**src/rtl/text_ci_pkg.sv**
```systemverilog
// text_ci_pkg: opcodes, control bytes and FSM types shared by the text CI streamer
package text_ci_pkg;
    localparam logic [3:0] OP_FG    = 4'h0;
    localparam logic [3:0] OP_BG    = 4'h1;
    localparam logic [3:0] OP_CHAR  = 4'h2;
    localparam logic [3:0] OP_CLEAR = 4'h3;
    localparam logic [3:0] OP_INFO  = 4'hF;
    localparam logic [7:0] CH_TAB = 8'h09;
    localparam logic [7:0] CH_LF  = 8'h0A;
    localparam logic [7:0] CH_FF  = 8'h0C;
    localparam logic [7:0] CH_CR  = 8'h0D;
    localparam logic [6:0] DEFAULT_CPL = 7'd80;
    typedef enum logic [2:0] {INIT, IDLE, ISSUE, WAIT, TAB} stateT;
    // What the in-flight CI does to streamer state when it completes
    typedef enum logic [2:0] {K_INFO, K_COLOR, K_CHAR, K_NEWLINE, K_CLEAR, K_TAB} kindT;
endpackage

```
**src/rtl/text_char_fifo.sv**
```systemverilog
// text_char_fifo: synchronous byte FIFO buffering the producer stream
//   clock, nReset     : clock, asynchronous active-low reset
//   push, pushData    : write request and byte
//   pop               : remove head
//   full, empty, head : status and current head byte
module text_char_fifo #(
    parameter int depthLog2 = 4
) (
    input  logic       clock,
    input  logic       nReset,
    input  logic       push,
    input  logic       pop,
    input  logic [7:0] pushData,
    output logic       full,
    output logic       empty,
    output logic [7:0] head
);
    logic [7:0] mem [2**depthLog2];
    logic [depthLog2:0] wrPtr, rdPtr;
    logic doPush, doPop;
    assign doPop  = pop & ~empty;
    // A push into a full FIFO is accepted only when a pop frees the slot in the same cycle
    assign doPush = push & (~full | doPop);
    assign empty  = wrPtr == rdPtr;
    assign full   = (wrPtr ^ rdPtr) == {1'b1, {depthLog2{1'b0}}};
    assign head   = mem[rdPtr[depthLog2-1:0]];
    always_ff @(posedge clock or negedge nReset) begin
        if (!nReset) begin
            wrPtr <= '0;
            rdPtr <= '0;
        end else begin
            wrPtr <= wrPtr + (depthLog2+1)'(doPush);
            rdPtr <= rdPtr + (depthLog2+1)'(doPop);
        end
    end
    always_ff @(posedge clock) begin
        if (doPush) mem[wrPtr[depthLog2-1:0]] <= pushData;
    end
endmodule

```
**src/rtl/text_ci_streamer.sv**
```systemverilog
// text_ci_streamer: turns a buffered byte stream and colour requests into text-controller CIs
//   clock, nReset                     : clock, asynchronous active-low reset
//   byteValid, byteData, byteReady    : producer byte stream
//   colorValid, colorSelect, colorData: colour write request (0 = fg, 1 = bg), colorBusy while pending
//   ciN, ciDataA, ciDataB, ciStart    : CI request, ciCke tied high
//   ciDone, ciResult                  : CI completion and read data
//   idle                              : nothing buffered, pending or in flight
module text_ci_streamer
    import text_ci_pkg::*;
#(
    parameter logic [7:0] customInstructionNr = 8'd0,
    parameter int          fifoDepthLog2       = 4,
    parameter int          tabWidth            = 8
) (
    input  logic        clock,
    input  logic        nReset,
    input  logic        byteValid,
    input  logic [7:0]  byteData,
    output logic        byteReady,
    input  logic        colorValid,
    input  logic        colorSelect,
    input  logic [15:0] colorData,
    output logic        colorBusy,
    output logic [7:0]  ciN,
    output logic [31:0] ciDataA,
    output logic [31:0] ciDataB,
    output logic        ciStart,
    output logic        ciCke,
    input  logic        ciDone,
    input  logic [31:0] ciResult,
    output logic        idle
);
    stateT state, nextState;
    kindT kind;
    logic [3:0] opA;
    logic [31:0] opB;
    logic [6:0] column, charsPerLine, nextColumn;
    logic [15:0] colorVal;
    logic [7:0] head;
    logic initDone, colorSel, fifoFull, fifoEmpty, pop, ciFinish, tabStop;
    logic unusedResult;

    text_char_fifo #(.depthLog2(fifoDepthLog2)) charFifo (
        .clock(clock),
        .nReset(nReset),
        .push(byteValid & byteReady),
        .pop(pop),
        .pushData(byteData),
        .full(fifoFull),
        .empty(fifoEmpty),
        .head(head)
    );

    assign byteReady    = initDone & ~fifoFull;
    assign idle         = fifoEmpty & ~colorBusy & (state == IDLE);
    assign ciN          = customInstructionNr;
    assign ciCke        = 1'b1;
    assign ciDataA      = {28'd0, opA};
    assign ciDataB      = opB;
    assign nextColumn   = (column == charsPerLine - 7'd1) ? 7'd0 : column + 7'd1;
    // A wrap to 0 is also a multiple of tabWidth, so one test covers both stop conditions
    assign tabStop      = (nextColumn & 7'(tabWidth - 1)) == 7'd0;
    assign unusedResult = ^ciResult[31:7];

    always_ff @(posedge clock or negedge nReset) begin
        if (!nReset) state <= INIT;
        else state <= nextState;
    end

    always_comb begin
        nextState = state;
        case (state)
            INIT:        nextState = ISSUE;
            IDLE:        nextState = colorBusy ? ISSUE : fifoEmpty ? IDLE : head == CH_CR ? IDLE : head == CH_TAB ? TAB : ISSUE;
            ISSUE, WAIT: nextState = !ciDone ? WAIT : (kind == K_TAB && !tabStop) ? TAB : IDLE;
            TAB:         nextState = ISSUE;
            default:     nextState = INIT;
        endcase
    end

    always_comb begin
        ciStart  = state == ISSUE;
        pop      = (state == IDLE) & ~colorBusy & ~fifoEmpty;
        ciFinish = ((state == ISSUE) | (state == WAIT)) & ciDone;
    end

    always_ff @(posedge clock or negedge nReset) begin
        if (!nReset) begin
            opA          <= '0;
            opB          <= '0;
            kind         <= K_INFO;
            column       <= '0;
            charsPerLine <= DEFAULT_CPL;
            initDone     <= 1'b0;
            colorBusy    <= 1'b0;
            colorSel     <= 1'b0;
            colorVal     <= '0;
        end else begin
            // Operands are loaded only when a new CI is chosen, so they stay stable through WAIT
            if (state == INIT) begin
                opA  <= OP_INFO;
                opB  <= '0;
                kind <= K_INFO;
            end else if (state == TAB) begin
                opA  <= OP_CHAR;
                opB  <= 32'd32;
                kind <= K_TAB;
            end else if (state == IDLE && colorBusy) begin
                opA  <= colorSel ? OP_BG : OP_FG;
                opB  <= {16'd0, colorVal};
                kind <= K_COLOR;
            end else if (pop && head != CH_CR && head != CH_TAB) begin
                opA  <= head == CH_FF ? OP_CLEAR : OP_CHAR;
                opB  <= head == CH_FF ? 32'd0 : {25'd0, head[6:0]};
                kind <= head == CH_LF ? K_NEWLINE : head == CH_FF ? K_CLEAR : K_CHAR;
            end
            if (ciFinish) begin
                column <= (kind == K_CHAR || kind == K_TAB) ? nextColumn : (kind == K_NEWLINE || kind == K_CLEAR) ? 7'd0 : column;
                if (kind == K_INFO) begin
                    charsPerLine <= ciResult[6:0] == 7'd0 ? DEFAULT_CPL : ciResult[6:0];
                    initDone     <= 1'b1;
                end
                if (kind == K_COLOR) colorBusy <= 1'b0;
            end
            if (colorValid && !colorBusy) begin
                colorBusy <= 1'b1;
                colorSel  <= colorSelect;
                colorVal  <= colorData;
            end
        end
    end
endmodule

```
**config.mk**
```make
export PLATFORM = sky130hd
export DESIGN_NAME = text_ci_streamer
export DESIGN_NICKNAME = d
export VERILOG_FILES = /design/src/rtl/text_ci_pkg.sv /design/src/rtl/text_char_fifo.sv /design/src/rtl/text_ci_streamer.sv
export SDC_FILE = /design/constraint.sdc
export NUM_CORES = 1
export LEC_CHECK = 0
export CAP_MARGIN = 0
export CORE_MARGIN = 5
export CORE_UTILIZATION = 50
export CTS_CLUSTER_SIZE = 8
export DETAILED_ROUTE_END_ITERATION = 8
export DONT_BUFFER_PORTS = 1
export SYNTH_ARGS = -nofsm -noshare
export SYNTH_HDL_FRONTEND = slang
export SYNTH_SLANG_ARGS = --single-unit
```
**constraint.sdc**
```tcl
create_clock -name clock -period 8.85 [get_ports clock]
set_input_delay 0.4425 -clock clock [delete_from_list [all_inputs] [get_ports clock]]
set_output_delay 0.4425 -clock clock [all_outputs]
set_load 0.02 [all_outputs]
```
==> parameters.txt, run 1 <==
Parameter                              Value

Logic synthesis
  Leading cell types by total area after synthesis    edfxtp_1 44%, dfrtp_1 19%, mux4_2 6.8%, buf_4 4.8%, mux2_2 3.4%
  Share of synthesized area spent on multiplexers    0.142
  Number of distinct standard cells referenced by the synthesized netlist    54
  Gate count of the mapped netlist    584
  Leading cell type by number of instances after synthesis    edfxtp_1
  Synth top area share    0.443
  Per-instance average area after synthesis    14.8 sq um
  Area leader, netlist    edfxtp_1
  Share of synthesized cell area in full adder, half adder and majority cells    0.00866
  Largest family of logic cells by synthesized area    multiplexers
  XOR/XNOR share of the synthesized area    0.0232
  Number of flops mapped to enable cells by yosys    128
  Synthesis Warnings    0
  Most used flip-flop cell after synthesis    edfxtp_1
  Top cells by instance count after synthesis    128 x edfxtp_1, 66 x dfrtp_1, 56 x buf_4, 34 x nor2_1
  Number of synthesized register bits    196
  Area fraction in compound gates after synthesis    0.0534
  Simple-gate share of the synthesized area    0.0695
  Part of the Yosys area used for sequential elements    0.640
  Share of synthesized flip-flops with an asynchronous set or reset    0.347
  Mapped Area    8670 sq um

CTS
  Sink Count    around 200
  CTS max path bufs    2
  Clock slew at reported path FFs    approximately 70 ps
  CTS root buf    clkbuf_16
  CTS tree    done
  Post-CTS setup-driven buffer insertion count    0
  Clock Latency Late Sink    430 ps
  H-tree levels    4
  CTS Buf Count    17

Route
  Via/cell ratio    about 5.5
  Final routed DRC violation total    0
  Antenna Nets Post-Route    0
  Final routed wire length divided by cell count    19.7 microns
  Number of DRC markers after the initial detailed-route iteration    267
  Total wire length    ~16,000 microns
  Via count    4,493
  Iteration count of the initial detailed-routing pass    4

Flow run
  Max Cap Viol    0

Critical path
  Arrival time at the worst endpoint    4160 ps
  Reg2reg setup slack    around 5000 ps
  Worst Path Required    9160 ps
  Maximum fanout along the worst path    38
  Critical register-to-register path startpoint    charFifo.rdPtr[1]$_DFF_PN0_
  Number of cell instances on the worst register-to-register path    8
  Endpoint of the worst register-to-register path    kind[2]$_DFFE_PN0P_
  Endpoint of the worst setup timing path    kind[2]$_DFFE_PN0P_
  Cell-by-cell trace of the critical path    buf_4 -> mux4_2 -> mux2_2 -> a311o_1 -> o22a_1 -> or3_4 -> a31oi_4 -> mux2_2
  Critical path class    reg2reg
  Cell with the largest stage delay on the worst path    mux4_2
  Sort of element at the end of the critical path    flip-flop
  CP peak stage delay    590 ps
  Critical path startpoint    charFifo.rdPtr[1]$_DFF_PN0_
  Most repeated library cell on the critical path    mux2_2
  Startpoint type of the worst setup path    flip-flop

Place
  Post-place instance area    8690 sq um
  Placed cell count    791
  Post-detailed-placement half-perimeter wirelength    10,900 microns
  Final estimated routing congestion in global placement    0.767
  Quantity of I/O buffers inserted on ports    0
  Pre-CTS setup slack    around 5000 ps

Timing
  Post-route worst setup slack    5000 ps
  Final-report max-slew violation count    0
  Final hold slack    102 ps
  Minimum period implied by the final worst setup slack    3850 ps
  Hold Fails Final Rpt    0
  Clock skew    9.81 ps
  Transition time of the tightest slew-check pin    just over 1000 ps
  Max frequency    about 260 MHz
  Max_slew headroom    0.321
  Final Cycle Share    0.435
  RSZ-0062 raised after global routing    false
  Setup tns final    0 ps
  Number of setup violations in the final report    0

Power and ir drop
  Leak Pwr    approximately 3.4 nW
  Largest voltage drop on the vdd net    0.159 mV
  Power per cell area    328 nW/um^2

Finish
  Layout fillers    roughly 1,400
  FF/Latch Area    approximately 5500 sq um
  Area growth from synthesis to final layout    7.08%
  ANT cells    0
  Ratio of cells with drive above 1 in the final layout    0.160
  Area of all placed cells without fillers    9290 sq um
  Layout Nets    655
  Area of the multi-input gates    around 2800 sq um
  Layout Cells excl Fill    approximately 800

Global route
  Largest net degree at the start of global routing    69
  Overall routing resource usage    0.169
  Number of global-route vias before repair    4,632
  Global-route wire length before repair    25,800 microns
  Initial antenna violation count    0
  Aggregate global routing overflow    0

Die
  Overall die width    142 microns
  Die Y    142 microns
  Die footprint    20,100 sq um
  Core box area    17,200 sq um
  Initial standard-cell utilization of the core    0.505
  Number of cell rows    48
  I/O pin total    139

Worst hold path
  Worst min path class    in2reg

Outcome
  Outcome    finished, final reports clean
-- area by class of cell --
| class | instances | area share |
|---|---|---|
| clock buffers | 19 | 0.0466 |
| clock inverters | 12 | 0.0132 |
| inverters | 11 | 0.00445 |
| multi-input cells | 354 | 0.300 |
| flip-flops and latches | 196 | 0.598 |
| well taps | 225 | 0.0303 |
| repair buffers | 7 | 0.00808 |
-- metrics by stage --
step	total power, mW	util
after floorplan	2.14	-
after global placement	2.31	0.506
after detailed placement	2.34	0.506
after CTS	3.09	0.541
after global routing	3.24	0.541
final	3.05	0.541
-- what timing repair did --
item | CTS | global route
hold buffers | 2 | 0
hold endpoints to repair | 68 | 0
resized for setup | 0 | 0
-- registers in the layout (all words and copies together), names as in the netlist --
signal / flops
colorSel: 1
charsPerLine: 7
ciDataB: 16
opA: 3
colorBusy: 1
colorVal: 16
charFifo.wrPtr: 5
column: 7
state: 3
charFifo.mem: 128
initDone: 1
kind: 3
charFifo.rdPtr: 5
-- power by group --
part           switching [mW]  internal, mW  total (mW)  leakage [nW]
registers               0.194          1.18        1.37          1.99
logic                   0.519         0.424       0.943          1.14
clock network           0.339         0.392       0.731         0.263
total                    1.05          1.99        3.05          3.40
-- critical path: cells and delay by family, from the launching register on --
kind | cells | cell delay (ps)
multiplexers | 3 | 1320
AO/OA/AOI/OAI | 3 | 1100
flip-flops | 1 | 340
buffers and inverters | 1 | 540
AND/OR/NAND/NOR | 1 | 410
-- layer usage --
| layer | routed length (microns) | track usage | vias to the layer above | part of all wire |
|---|---|---|---|---|
| met5 | 0 | 0 | - | 0 |
| met3 | 920 | 0.0431 | 7 | 0.057 |
| li1 | - | - | 2085 | - |
| met4 | 87 | 0.0480 | 0 | 0.0054 |
| met1 | 6980 | 0.227 | 2288 | 0.43 |
| met2 | 8210 | 0.276 | 113 | 0.51 |
-- layout by cell type (no fill, tap or decap), types with 3 or more instances in the layout --
cell type	n
a22o_1	11
nand3_1	13
inv_1	11
edfxtp_1	128
nor3_1	5
or3_1	4
conb_1	53
o21ai_0	16
nor3_2	3
mux2i_1	27
mux4_2	26
inv_6	4
nand2b_1	9
or4_1	3
nor4_1	3
a311o_1	3
xnor2_1	11
a21oi_1	5
mux2_2	26
and3_1	3
clkbuf_16	17
o31ai_1	5
nand2_1	27
clkinv_4	3
nor2_1	34
mux2_1	7
a211oi_1	4
dfrtp_1	65
a22oi_1	3
nor2b_1	10
nand4_1	3
buf_4	5
ha_1	6
xor2_1	12
-- worst min-delay path by stage --
stage / startpoint / endpoint / slack, ps / depth (start not counted)
2_1_floorplan: nReset / charFifo.rdPtr[0]$_DFF_PN0_ / 150 / 0
3_3_place_gp: nReset / charsPerLine[0]$_DFFE_PN0P_ / 150 / 0
3_5_place_dp: nReset / charsPerLine[1]$_DFFE_PN0P_ / 150 / 0
4_1_cts: byteData[0] / charFifo.mem[6][0]$_DFFE_PP_ / 80 / 0
5_1_grt: byteData[0] / charFifo.mem[6][0]$_DFFE_PP_ / 80 / 0
6_report: byteData[5] / charFifo.mem[11][5]$_DFFE_PP_ / 100 / 0
-- logic make-up after synthesis --
group | count (synthesis)
mux | 86
simple gates | 123
buf+inv | 85
other cells | 2
xor+xnor | 23
fa+ha+maj | 6
compound gates | 63
flops | 196
(Power assumes the default switching activity.)
==> run 2: changes to the inputs <==
--- a/config.mk
+++ b/config.mk
@@ -11,6 +11,7 @@
 export CTS_CLUSTER_SIZE = 8
 export DETAILED_ROUTE_END_ITERATION = 8
 export DONT_BUFFER_PORTS = 1
+export PLACE_DENSITY = 0.68
 export SYNTH_ARGS = -nofsm -noshare
 export SYNTH_HDL_FRONTEND = slang
 export SYNTH_SLANG_ARGS = --single-unit
==> constraint.sdc (replaced) <==
create_clock -name clock -period 3.45 [get_ports clock]
set_input_delay 0.1725 -clock clock [delete_from_list [all_inputs] [get_ports clock]]
set_output_delay 0.1725 -clock clock [all_outputs]
set_load 0.02 [all_outputs]
==> parameters.txt, run 2 (synthesis results as in run 1) <==
Parameter                              Value

Outcome
  Outcome    finished, final reports clean

Power and ir drop
  Power per cell area    832 nW/um^2
  Sw frac    0.356
  Leak Pwr    3.74 nW
  Switching pwr    2.94 mW
  Portion of total power attributed to combinational logic    0.327
  Largest voltage drop on the vdd net    0.651 mV
  Sequential cell fraction of total power    0.432
  Overall power of the completed layout    8.26 mW
  Clock group share of total power    0.240
  Int Pwr    5.32 mW

Die
  Overall die width    142 microns
  I/O pin total    139
  Core box area    around 17,000 sq um
  Die Y    142 microns
  Die footprint    about 20,000 sq um
  Initial standard-cell utilization of the core    0.505
  Number of cell rows    48

CTS
  Clock slew at reported path FFs    approximately 80 ps
  Sink Count    196
  CTS tree    done
  H-tree levels    4
  CTS root buf    clkbuf_16
  Resized cells post-CTS    0
  CTS Buf Count    17
  Clock Latency Late Sink    ~440 ps
  CTS max path bufs    2

Timing
  Final hold slack    37.2 ps
  Clock skew    11.0 ps
  Transition time of the tightest slew-check pin    about 670 ps
  Hold Fails Final Rpt    0
  Final-report max-slew violation count    0
  Final Cycle Share    0.932
  Max frequency    311 MHz
  Setup tns final    0 ps
  Max_slew headroom    0.549
  Number of setup violations in the final report    0
  RSZ-0062 raised after global routing    false
  Minimum period implied by the final worst setup slack    3220 ps

Route
  Iteration count of the initial detailed-routing pass    4
  Via count    4,805
  Via/cell ratio    5.41
  Antenna Nets Post-Route    0
  Final routed DRC violation total    0
  Final routed wire length divided by cell count    19.9 microns
  Total wire length    17,700 microns
  Number of DRC markers after the initial detailed-route iteration    approximately 350

Finish
  Layout Nets    ~700
  Layout fillers    1,346
  Top library cells by usage in the layout, fill and taps aside    128 x edfxtp_1, 65 x dfrtp_1, 53 x conb_1
  Most common library cell in the layout ignoring fill and taps    edfxtp_1
  Final standard cell utilization of the core    0.578
  Ratio of cells with drive above 1 in the final layout    0.190
  Area growth from synthesis to final layout    14.4%
  Number of flip-flops in the largest register    128
  ANT cells    0

Global route
  Global-route wire length before repair    approximately 27,000 microns
  Number of global-route vias before repair    4,918
  Overall routing resource usage    0.179
  Initial antenna violation count    0
  Aggregate global routing overflow    0
  Largest net degree at the start of global routing    69

Critical path
  Arrival time at the worst endpoint    roughly 3500 ps
  Sort of element at the end of the critical path    flip-flop
  Critical path class    reg2reg
  Maximum fanout along the worst path    12
  Worst Path Required    3770 ps
  Startpoint type of the worst setup path    flip-flop

Place
  Quantity of I/O buffers inserted on ports    0
  Final estimated routing congestion in global placement    0.809
  Post-detailed-placement half-perimeter wirelength    11,900 microns

Flow run
  Max Cap Viol    0

Worst hold path
  Worst min path class    in2reg
## run 2: changes by cell type in the layout (fill, tap and decap cells not counted), moves of 3 or more
cell           change
inv_8              +6
nor3_1             +3
buf_12             +3
clkinv_8           +4
buf_4             +27
dlygate4sd3_1     +33
nor3_2             -3
## run 2: area by class of cell
| type | instances | area, sq um | share of cell area |
|---|---|---|---|
| clock buffers | 17 | 425 | 0.0429 |
| clock inverters | 15 | 186 | 0.0188 |
| inverters | 11 | 41.3 | 0.00416 |
| multi-input cells | 354 | 2770 | 0.279 |
| flip-flops and latches | 196 | 5550 | 0.559 |
| well taps | 225 | 282 | 0.0284 |
| repair buffers | 70 | 668 | 0.0673 |
## run 2: metal layers
layer,up-vias,global-route usage,share of wire
li1,2215,-,-
met4,0,0.0561,0.015
met5,-,0,0
met3,18,0.0411,0.051
met2,110,0.307,0.52
met1,2462,0.227,0.41
## run 2: path summary, 6_finish.rpt
check / startpoint / to / slack, ps / cells after the start
setup reg to reg: charFifo.rdPtr[1]$_DFF_PN0_ / ciDataB[4]$_DFFE_PN0P_ / 230 / 10
setup / recovery: charFifo.rdPtr[1]$_DFF_PN0_ / ciDataB[4]$_DFFE_PN0P_ / 230 / 10
hold reg to reg: initDone$_DFFE_PN0P_ / initDone$_DFFE_PN0P_ / 480 / 1
hold / removal: ciResult[6] / charsPerLine[4]$_DFFE_PN1P_ / 40 / 4
max in group asynchronous: nReset / charsPerLine[4]$_DFFE_PN1P_ / 2860 / 2
min in group asynchronous: nReset / column[3]$_DFFE_PN0P_ / 280 / 2
## run 2: power by group through the flow
stage                     registers, mW  logic (mW)  clock network, mW
final                              3.57        2.70               1.98
after global routing               3.64        2.94               2.12
after CTS                          3.58        2.66               2.03
after detailed placement           3.62        2.58                  0
after global placement             3.60        2.50                  0
after floorplan                    3.42        2.08                  0
## run 2: worst max-delay path, cell delays in order (launching register included)
cell	delay, ps
dfrtp_2	560
buf_12	190
buf_4	170
mux4_2	510
mux2i_1	180
mux2_2	280
nand2_1	70
or3_4	380
a31oi_4	240
buf_12	160
mux2_1	320
## run 2: what timing repair did
item	in CTS	in global routing
setup buffers	0	2
setup endpoints to repair	0	3
hold buffers	35	0
endpoints found under the hold margin	221	0
## run 2: metrics by stage
| step | worst slack [ps] | cells | cell area (sq um) |
|---|---|---|---|
| after detailed placement | 70.2 | 819 | 8910 |
| after floorplan | 21.5 | 635 | 8860 |
| final | 234 | 888 | 9920 |
| after global placement | 166 | 819 | 8910 |
| after CTS | 67.3 | 886 | 9890 |
| after global routing | 99.9 | 888 | 9920 |
